<file path="src/rtl/mult_seq_pkg.sv">
// mult_seq_pkg: sequencer states, data-memory map defaults and byte-lane helper.
package mult_seq_pkg;
    typedef enum logic [2:0] {IDLE, LOAD, LAUNCH, WAIT, READ, DONE} seq_state_t;
    localparam int OP_BYTES = 2;
    localparam int RES_BYTES = 4;
    localparam logic [7:0] DEF_OPA_ADDR = 8'd0;
    localparam logic [7:0] DEF_OPB_ADDR = 8'd2;
    localparam logic [7:0] DEF_RES_ADDR = 8'd4;
    function automatic logic [7:0] byte_addr(input logic [7:0] base, input logic [1:0] off);
        return base + {6'd0, off};
    endfunction
endpackage

</file>
<file path="src/rtl/mult_job_sequencer_if.sv">
// mult_job_sequencer_if: operand/result handshakes plus core and data-memory strobes.
interface mult_job_sequencer_if;
    logic        in_valid;
    logic        in_ready;
    logic [15:0] in_op_a;
    logic [15:0] in_op_b;
    logic        out_valid;
    logic        out_ready;
    logic [31:0] out_result;
    logic        out_err;
    logic        busy;
    logic        core_start;
    logic        core_ack;
    logic        dm_we;
    logic [7:0]  dm_addr;
    logic [7:0]  dm_wdata;
    logic [7:0]  dm_rdata;
    modport master (
        input  in_valid, in_op_a, in_op_b, out_ready, core_ack, dm_rdata,
        output in_ready, out_valid, out_result, out_err, busy, core_start, dm_we, dm_addr, dm_wdata
    );
    modport slave (
        output in_valid, in_op_a, in_op_b, out_ready, core_ack, dm_rdata,
        input  in_ready, out_valid, out_result, out_err, busy, core_start, dm_we, dm_addr, dm_wdata
    );
endinterface

</file>
<file path="src/rtl/cycle_watchdog.sv">
// cycle_watchdog: counts enabled cycles since the last clear; expired_o marks the LIMIT-th one.
module cycle_watchdog #(
    parameter int LIMIT = 4096
) (
    input  logic clk,
    input  logic rst_n,
    input  logic clr_i,
    input  logic en_i,
    output logic expired_o
);
    localparam int W = $clog2(LIMIT + 1);
    logic [W-1:0] cnt_q, cnt_d;
    assign expired_o = cnt_q == W'(LIMIT - 1);
    always_comb cnt_d = clr_i ? '0 : (en_i && !expired_o) ? cnt_q + 1'b1 : cnt_q;
    always_ff @(posedge clk or negedge rst_n) begin
        if (!rst_n) cnt_q <= '0;
        else cnt_q <= cnt_d;
    end
endmodule

</file>
<file path="src/rtl/mult_job_sequencer.sv">
// mult_job_sequencer: loads an operand pair into core data memory, starts the core,
// waits for Ack (with watchdog) and returns the 32-bit result read back from memory.
module mult_job_sequencer
    import mult_seq_pkg::*;
#(
    parameter logic [7:0] OPA_ADDR    = DEF_OPA_ADDR,
    parameter logic [7:0] OPB_ADDR    = DEF_OPB_ADDR,
    parameter logic [7:0] RES_ADDR    = DEF_RES_ADDR,
    parameter int         START_CYC   = 1,
    parameter int         TIMEOUT_CYC = 4096
) (
    input logic clk,
    input logic rst_n,
    mult_job_sequencer_if.master bus_io
);
    seq_state_t  state_q, state_d;
    logic [1:0]  idx_q, idx_d;
    logic [31:0] ops_q, ops_d;
    logic [31:0] res_q, res_d;
    logic        err_q, err_d;
    logic        start_done, wait_expired;

    cycle_watchdog #(.LIMIT(START_CYC)) u_start_hold (
        .clk(clk), .rst_n(rst_n), .clr_i(state_q != LAUNCH), .en_i(state_q == LAUNCH), .expired_o(start_done)
    );
    cycle_watchdog #(.LIMIT(TIMEOUT_CYC)) u_wait_dog (
        .clk(clk), .rst_n(rst_n), .clr_i(state_q != WAIT), .en_i(state_q == WAIT), .expired_o(wait_expired)
    );

    always_comb begin
        state_d = state_q;
        idx_d = '0;
        ops_d = ops_q;
        res_d = res_q;
        err_d = err_q;
        bus_io.in_ready = state_q == IDLE;
        bus_io.busy = state_q != IDLE;
        bus_io.core_start = state_q == LAUNCH;
        bus_io.dm_we = state_q == LOAD;
        bus_io.out_valid = state_q == DONE;
        bus_io.out_result = (state_q == DONE) ? res_q : '0;
        bus_io.out_err = (state_q == DONE) && err_q;
        // Operand bytes go out MSB first: A hi, A lo, B hi, B lo.
        bus_io.dm_addr = (state_q == LOAD) ? byte_addr(idx_q[1] ? OPB_ADDR : OPA_ADDR, {1'b0, idx_q[0]}) :
                         (state_q == READ) ? byte_addr(RES_ADDR, idx_q) : '0;
        bus_io.dm_wdata = (state_q == LOAD) ? ops_q[{~idx_q, 3'b111} -: 8] : '0;
        case (state_q)
            IDLE: if (bus_io.in_valid) begin
                state_d = LOAD;
                ops_d = {bus_io.in_op_a, bus_io.in_op_b};
                res_d = '0;
                err_d = 1'b0;
            end
            LOAD: begin
                idx_d = idx_q + 2'd1;
                if (idx_q == 2'(2 * OP_BYTES - 1)) state_d = LAUNCH;
            end
            LAUNCH: if (start_done) state_d = WAIT;
            WAIT: if (bus_io.core_ack) state_d = READ;
                  else if (wait_expired) begin
                      state_d = DONE;
                      err_d = 1'b1;
                      res_d = '0;
                  end
            READ: begin
                idx_d = idx_q + 2'd1;
                res_d = {res_q[23:0], bus_io.dm_rdata};
                if (idx_q == 2'(RES_BYTES - 1)) state_d = DONE;
            end
            DONE: if (bus_io.out_ready) state_d = IDLE;
            default: state_d = IDLE;
        endcase
    end

    always_ff @(posedge clk or negedge rst_n) begin
        if (!rst_n) begin
            state_q <= IDLE;
            idx_q <= '0;
            ops_q <= '0;
            res_q <= '0;
            err_q <= 1'b0;
        end else begin
            state_q <= state_d;
            idx_q <= idx_d;
            ops_q <= ops_d;
            res_q <= res_d;
            err_q <= err_d;
        end
    end
endmodule
</file>
<file path="src/flat_wrapper.sv">
// flat-port wrapper written by rule: the top's interface ports become plain ports
module mult_job_sequencer_flat import mult_seq_pkg::*;
#(
    parameter logic [7:0] OPA_ADDR    = DEF_OPA_ADDR,
    parameter logic [7:0] OPB_ADDR    = DEF_OPB_ADDR,
    parameter logic [7:0] RES_ADDR    = DEF_RES_ADDR,
    parameter int         START_CYC   = 1,
    parameter int         TIMEOUT_CYC = 4096
)
  (clk, rst_n, bus_io_in_valid, bus_io_in_op_a, bus_io_in_op_b, bus_io_out_ready, bus_io_core_ack, bus_io_dm_rdata, bus_io_in_ready, bus_io_out_valid, bus_io_out_result, bus_io_out_err, bus_io_busy, bus_io_core_start, bus_io_dm_we, bus_io_dm_addr, bus_io_dm_wdata);
  mult_job_sequencer_if bus_io_i ();
  input logic clk;
  input logic rst_n;
  input wire logic [$bits(bus_io_i.in_valid)-1:0] bus_io_in_valid;
  input wire logic [$bits(bus_io_i.in_op_a)-1:0] bus_io_in_op_a;
  input wire logic [$bits(bus_io_i.in_op_b)-1:0] bus_io_in_op_b;
  input wire logic [$bits(bus_io_i.out_ready)-1:0] bus_io_out_ready;
  input wire logic [$bits(bus_io_i.core_ack)-1:0] bus_io_core_ack;
  input wire logic [$bits(bus_io_i.dm_rdata)-1:0] bus_io_dm_rdata;
  output wire logic [$bits(bus_io_i.in_ready)-1:0] bus_io_in_ready;
  output wire logic [$bits(bus_io_i.out_valid)-1:0] bus_io_out_valid;
  output wire logic [$bits(bus_io_i.out_result)-1:0] bus_io_out_result;
  output wire logic [$bits(bus_io_i.out_err)-1:0] bus_io_out_err;
  output wire logic [$bits(bus_io_i.busy)-1:0] bus_io_busy;
  output wire logic [$bits(bus_io_i.core_start)-1:0] bus_io_core_start;
  output wire logic [$bits(bus_io_i.dm_we)-1:0] bus_io_dm_we;
  output wire logic [$bits(bus_io_i.dm_addr)-1:0] bus_io_dm_addr;
  output wire logic [$bits(bus_io_i.dm_wdata)-1:0] bus_io_dm_wdata;
  assign bus_io_i.in_valid = bus_io_in_valid;
  assign bus_io_i.in_op_a = bus_io_in_op_a;
  assign bus_io_i.in_op_b = bus_io_in_op_b;
  assign bus_io_i.out_ready = bus_io_out_ready;
  assign bus_io_i.core_ack = bus_io_core_ack;
  assign bus_io_i.dm_rdata = bus_io_dm_rdata;
  assign bus_io_in_ready = bus_io_i.in_ready;
  assign bus_io_out_valid = bus_io_i.out_valid;
  assign bus_io_out_result = bus_io_i.out_result;
  assign bus_io_out_err = bus_io_i.out_err;
  assign bus_io_busy = bus_io_i.busy;
  assign bus_io_core_start = bus_io_i.core_start;
  assign bus_io_dm_we = bus_io_i.dm_we;
  assign bus_io_dm_addr = bus_io_i.dm_addr;
  assign bus_io_dm_wdata = bus_io_i.dm_wdata;
  mult_job_sequencer #(.OPA_ADDR(OPA_ADDR), .OPB_ADDR(OPB_ADDR), .RES_ADDR(RES_ADDR), .START_CYC(START_CYC), .TIMEOUT_CYC(TIMEOUT_CYC)) u_core (.clk(clk), .rst_n(rst_n), .bus_io(bus_io_i));
endmodule
</file>
<file path="config.mk">
export PLATFORM = sky130hd
export DESIGN_NAME = mult_job_sequencer_flat
export DESIGN_NICKNAME = d
export VERILOG_FILES = /design/src/rtl/mult_seq_pkg.sv /design/src/rtl/mult_job_sequencer_if.sv /design/src/rtl/cycle_watchdog.sv /design/src/rtl/mult_job_sequencer.sv /design/src/flat_wrapper.sv
export SDC_FILE = /design/constraint.sdc
export NUM_CORES = 1
export LEC_CHECK = 0
export BUFFER_PORTS_ARGS = -buffer_cell sky130_fd_sc_hd__buf_2
export CAP_MARGIN = 20
export CORE_ASPECT_RATIO = 0.75
export CORE_MARGIN = 8
export CORE_UTILIZATION = 54
export CTS_CLUSTER_DIAMETER = 60
export DETAILED_ROUTE_END_ITERATION = 8
export PLACE_DENSITY = 0.8
export SETUP_SLACK_MARGIN = 0.15
export SLEW_MARGIN = 20
export SYNTH_ARGS = -nofsm -noshare
export SYNTH_HDL_FRONTEND = slang
export SYNTH_HIERARCHICAL = 1
export SYNTH_SLANG_ARGS = --single-unit
</file>
<file path="constraint.sdc">
create_clock -name clk -period 2.4 [get_ports clk]
set_input_delay 0.36 -clock clk [delete_from_list [all_inputs] [get_ports clk]]
set_output_delay 0.36 -clock clk [all_outputs]
set_load 0.02 [all_outputs]
</file>
==> metrics.txt, run 1 <==
run status finished clean; Peak VDD IR 0.697 mV; first-pass GRT wire length 16,300 um; CP Capture Type flop; Syn. warnings 6; Pins Over Slew Limit 0; chip height around 93 um; final instance area between 4000 and 5000 um2; DR WL met3 roughly 700 um; most frequent cells in the layout buf_2, dfrtp_1, and3_1, a22o_1, mux2_4; Post-Synthesis Cells 330; DP Wirelength roughly 7000 um; GRT Residual Overflow 0; RSZ-0062 raised after global routing false; Total Wirelength about 9900 um; Req. time, crit path about 2700 ps; Final min period roughly 2200 ps; CTS Buf Count 9; synthesized cell area between 4000 and 5000 um2; CTS tree yes; layout cells sized above 1 43.0%; clock power share 22.1%; cell-internal power between 3 and 4 mW; NetSw around 1.9 mW; top layer in use met4; I/O pin count about 100; fin nets roughly 470; sequential element share of the synthesized area approximately half; final core area utilization around 64%; DRC violations left 0; wl on met1 ~4400 um; Port Buffers 93; starting density of the core 54.6%; WL per Instance 18.8 um; DP Cell Count 513; switch share between 30 and 40%; Flop pwr share slightly below 40%; Clock Tree Buf Depth 2; Layout area overhead 17.5%; n_diodes 0; total clock sinks 84; vias between 3,000 and 4,000; commonest non-fill, non-tap cell in the layout buf_2; CTS Root Cell clkbuf_8; Clock Latency Late Sink between 300 and 400 ps; FMAX ~0.46 GHz; die area 11,000 um2; Hold Vio Cnt, Final 0; Pleak 2.62 nW; Synth Flop Type dfrtp_1; TNS Setup 0 ps; Fill cells 620; htree depth 3; critical path type reg -> reg; max cap viols 0; vias in the first global route between 3,000 and 4,000; Seq cells post-synth 84; Slew @ Worst Pin roughly 630 ps; Placed Area 4720 um2; Yosys cell types 56; Final ANT Viol Nets 0; crit path max fanout 32; CP arrival ~2400 ps; cts hold-fix bufs 0; Avg Cell Area, Syn ~13 um2; initial DRC count 223; Pwr per Cell Area 1120 nW/um2; Hold Path Class in -> async; DIE WIDTH between 100 and 150 um; final period utilization approximately 90%; Routed met2 length 4700 um; initial antenna violation count 0; Design Power 5.60 mW; Post-synth EDFFs 0; core footprint a little under 8000 um2; Clock Pin Slew Worst Setup and Hold Paths about 90 ps; final setup vio count 0; overall global routing resource usage a little under a fifth; CP startpoint kind flop; relative slew slack 58.3%; largest net degree at the start of global routing 50; vias per inst 5.73; clock skew 10.1 ps; drt pass-1 iters 4; Async SR Flop Fraction 100%; Comb pwr share 39.0%; post-route non-filler standard cell count 528; gp weighted congestion 0.793; # rows 28
## per-stage QoR
stage,hold slack [ps],worst slack [ps]
after floorplan,64.4,374
final,2.80,236
after detailed placement,417,265
after global placement,414,376
after global routing,40.7,151
after CTS,15.1,154
## worst max-delay path, stage by stage (launching register included)
cell     delay (ps)
dfrtp_2         430
ha_2            240
nand4_1         200
nor4_2          400
nor3b_2         300
nor2_2           70
buf_6           190
a22o_1          210
## layout make-up
| type | count | area, um2 | share of cell area [%] |
|---|---|---|---|
| Sequential cell | 84 | 2110 | 42.2 |
| Clock buffer | 10 | 138 | 2.76 |
| Inverter | 8 | 30.0 | 0.602 |
| Clock inverter | 5 | 108 | 2.16 |
| Timing Repair Buffer | 104 | 574 | 11.5 |
| Multi-Input combinational cell | 212 | 1900 | 38.1 |
| Tap cell | 105 | 131 | 2.63 |
## power groups by stage
stage	registers [mW]	logic, mW	clock network [mW]
floorplan	2.01	1.86	0
global placement	2.16	2.09	0
detailed placement	2.19	2.16	0
CTS	2.17	2.17	1.27
global route	2.24	2.35	1.32
finish	2.18	2.18	1.24
## registers in the layout, summed over array words and instances (netlist names)
| name | count |
|---|---|
| u_core/state_q | 3 |
| u_core/err_q | 1 |
| u_core/res_q | 32 |
| u_core/u_start_hold/cnt_q | 1 |
| u_core/u_wait_dog/cnt_q | 13 |
| u_core/ops_q | 32 |
| u_core/idx_q | 2 |
## synth_stat cells (6+ instances only)
library cell | count | area [um2]
a21oi_1 | 7 | 35.0
a22o_1 | 32 | 280
and3_1 | 36 | 225
buf_2 | 6 | 30.0
buf_4 | 8 | 60.1
clkbuf_1 | 6 | 22.5
dfrtp_1 | 84 | 2100
inv_1 | 8 | 30.0
mux2_4 | 29 | 435
mux4_2 | 8 | 180
nor2_1 | 12 | 45.0
nor2b_1 | 12 | 75.1
nor3_1 | 7 | 35.0
## cell families (layout without fill, tap and decap cells)
group / count (synthesis) / in the layout / synth area share, %
AOI/OAI and AO/OA: 56 / 56 / 10.8
DFF: 84 / 84 / 49.5
muxes: 44 / 44 / 16.3
xor gates and xnor gates: 2 / 2 / 0.413
buffers and inverters: 38 / 127 / 6.48
and+or+nand+nor: 103 / 103 / 15.9
other: 1 / 5 / 0.0883
adders and majority gates: 2 / 2 / 0.589
## path summary, 6_finish.rpt
path,depth (start not counted),slack [ps],from,to
min,1,3,rst_n,u_core/res_q[5]$_DFFE_PN0P_
max,7,240,u_core/u_wait_dog/cnt_q[0]$_DFFE_PN0P_,u_core/res_q[21]$_DFFE_PN0P_
min reg2reg,1,500,u_core/res_q[26]$_DFFE_PN0P_,u_core/res_q[26]$_DFFE_PN0P_
max in group asynchronous,2,1760,rst_n,u_core/u_wait_dog/cnt_q[8]$_DFFE_PN0P_
min in group clk,2,210,bus_io_dm_rdata[6],u_core/res_q[6]$_DFFE_PN0P_
max reg2reg,7,240,u_core/u_wait_dog/cnt_q[0]$_DFFE_PN0P_,u_core/res_q[21]$_DFFE_PN0P_
## metal layers
layer | vias up | GRT usage (%)
met5 | - | 0
met4 | 0 | 6.82
met3 | 15 | 6.08
met2 | 119 | 27.2
met1 | 1510 | 24.9
li1 | 1381 | -
## timing repair
action	4_1_cts	5_1_grt
pin swaps	0	2
setup buffers	0	0
gates cloned	0	0
resized for setup	2	8
setup endpoints to repair	41	72
Power figures use the tool's default switching activity.
==> run 2: changes to the inputs <==
--- a/config.mk
+++ b/config.mk
@@ -9,10 +9,11 @@
 export CAP_MARGIN = 20
 export CORE_ASPECT_RATIO = 0.75
 export CORE_MARGIN = 8
-export CORE_UTILIZATION = 54
+export CORE_UTILIZATION = 55
+export CTS_BUF_LIST = sky130_fd_sc_hd__clkbuf_4 sky130_fd_sc_hd__clkbuf_8
 export CTS_CLUSTER_DIAMETER = 60
 export DETAILED_ROUTE_END_ITERATION = 8
-export PLACE_DENSITY = 0.8
+export PLACE_DENSITY = 0.81
 export SETUP_SLACK_MARGIN = 0.15
 export SLEW_MARGIN = 20
 export SYNTH_ARGS = -nofsm -noshare
==> run 2 against run 1 <==
  * The flow now finishes with violations (hold timing)
  * Clock skew fell by 1.4 ps
  * Critical path depth shrank 4
  * Critical endpoint is now bus_io_dm_wdata[2]
  * Wire length down 0.80%
  * Core utilization rose by 3.5 points
  * Power is 0.96% higher
  * Worst hold slack lost 6.8 ps
  * Setup slack improved by 0.73 ps
  * Register-to-register slack improved by 100 ps
==> metrics.txt, run 2 (synthesis gave the netlist of run 1 again) <==
run status complete, but fails checks; failing checks hold timing; Clock Latency Late Sink about 360 ps; CTS Buf Count 9; # rows 27; htree depth 3; vias in the first global route 3,111; WL per Instance about 19 um; largest net degree at the start of global routing about 50; CTS Root Cell clkbuf_8; chip height between 90 and 100 um; post-route non-filler standard cell count about 530; DRC violations left 0; Pleak 2.63 nW; crit path max fanout 11; RSZ-0062 raised after global routing false; DP Wirelength between 6000 and 7000 um; max cap viols 0; starting density of the core between 50% and 60%; final period utilization 90.1%; fin nets 466; commonest non-fill, non-tap cell in the layout buf_2; Bufs and invs on worst path 1; Pins Over Slew Limit 0; initial antenna violation count 0; FMAX 0.462 GHz; Peak VDD IR between 0.6 and 0.7 mV; overall global routing resource usage a little under a fifth; Final ANT Viol Nets 0; first-pass GRT wire length between 15,000 and 20,000 um; Req. time, crit path around 2000 ps; core footprint between 7000 and 8000 um2; final setup vio count 0; total clock sinks between 80 and 90; Clock Pin Slew Worst Setup and Hold Paths roughly 90 ps; most frequent cells in the layout buf_2, dfrtp_1, and3_1, a22o_1, mux2_4; gp weighted congestion 0.808; Post-CTS Repair Setup Buffers 0; Total Wirelength a little under 10,000 um; relative slew slack roughly three fifths; cell family with most CP delay flip-flops; drt pass-1 iters 5; Port Buffers 93; CTS tree yes; Final min period approximately 2200 ps; TNS Setup 0 ps; Clock Tree Buf Depth 2; CP Cell Sequence mux4_2 > nor2b_1 > buf_2; slowest library cell on the worst path dfrtp_4; vias between 2,000 and 3,000; Hold WS -4.01 ps; layout cells sized above 1 a little over two fifths; CP max stage delay about 560 ps; die area ~11,000 um2; setup ws final 237 ps; DP Cell Count ~510; vias per inst 5.68; clock skew around 8.7 ps; Hold Vio Cnt, Final 2; Slew @ Worst Pin approximately 600 ps; n_diodes 0; pre-CTS setup slack around 360 ps; DIE WIDTH 117 um; largest registers u_core/ops_q: 32 flops, u_core/res_q: 32 flops, u_core/u_wait_dog/cnt_q: 13 flops; critical path type reg -> out; CP startpoint kind flop; Pwr per Cell Area 1130 nW/um2; Hold Path Class in -> async; CP arrival between 1500 and 2000 ps; I/O pin count between 90 and 100; initial DRC count 156; CP Capture Type output pin; GRT Residual Overflow 0; Layout area overhead 17.9%
-- run 2: layout make-up --
| cell class | instances | area, um2 |
|---|---|---|
| clock inverters | 6 | 113 |
| clock buffers | 10 | 131 |
| repair buffers | 104 | 587 |
| flip-flops and latches | 84 | 2110 |
| inverters | 8 | 30.0 |
| well taps | 101 | 126 |
| multi-input cells | 212 | 1910 |
| fillers | 528 | 2390 |
-- run 2: repair_timing --
action,in CTS,in global routing
endpoints found under the setup margin,8,54
pin swaps,0,2
hold buffers,0,0
resized for setup,2,10
hold endpoints to repair,0,0
-- run 2: worst paths after layout --
check                                                             from                      endpoint  slack (ps)  cells after the start
worst max-delay path                         u_core/idx_q[0]$_DFF_PN0_            bus_io_dm_wdata[2]         240                      3
min in group clk                                    bus_io_dm_rdata[3]   u_core/res_q[3]$_DFFE_PN0P_         220                      2
worst min-delay path                                             rst_n   u_core/res_q[6]$_DFFE_PN0P_          -4                      1
worst min register to register            u_core/res_q[30]$_DFFE_PN0P_  u_core/res_q[30]$_DFFE_PN0P_         500                      1
max in group asynchronous                                        rst_n     u_core/idx_q[0]$_DFF_PN0_        1760                      2
worst max register to register  u_core/u_wait_dog/cnt_q[0]$_DFFE_PN0P_  u_core/res_q[27]$_DFFE_PN0P_         340                      7
-- run 2: power by group --
group	switching, mW	internal (mW)
clock	0.509	0.705
sequential	0.364	1.83
combinational	1.09	1.16
total	1.96	3.69
-- run 2: layer usage --
| metal | share of wire (%) | vias up | GRT usage [%] |
|---|---|---|---|
| li1 | - | 1386 | - |
| met5 | 0 | - | 0 |
| met3 | 5.0 | 10 | 5.45 |
| met2 | 48 | 93 | 29.1 |
| met4 | 1.1 | 0 | 4.04 |
| met1 | 46 | 1492 | 24.1 |
-- run 2: through the flow --
step                      hold WS (ps)  utilization (%)  area [um2]  power (mW)
final                            -4.01             67.7        5010        5.65
after global routing              33.0             67.7        5010        5.94
after CTS                         17.8             67.2        4970        5.63
after detailed placement           407             63.9        4730        4.37
after global placement             408             63.9        4730        4.29
after floorplan                   64.4                -        4260        3.87
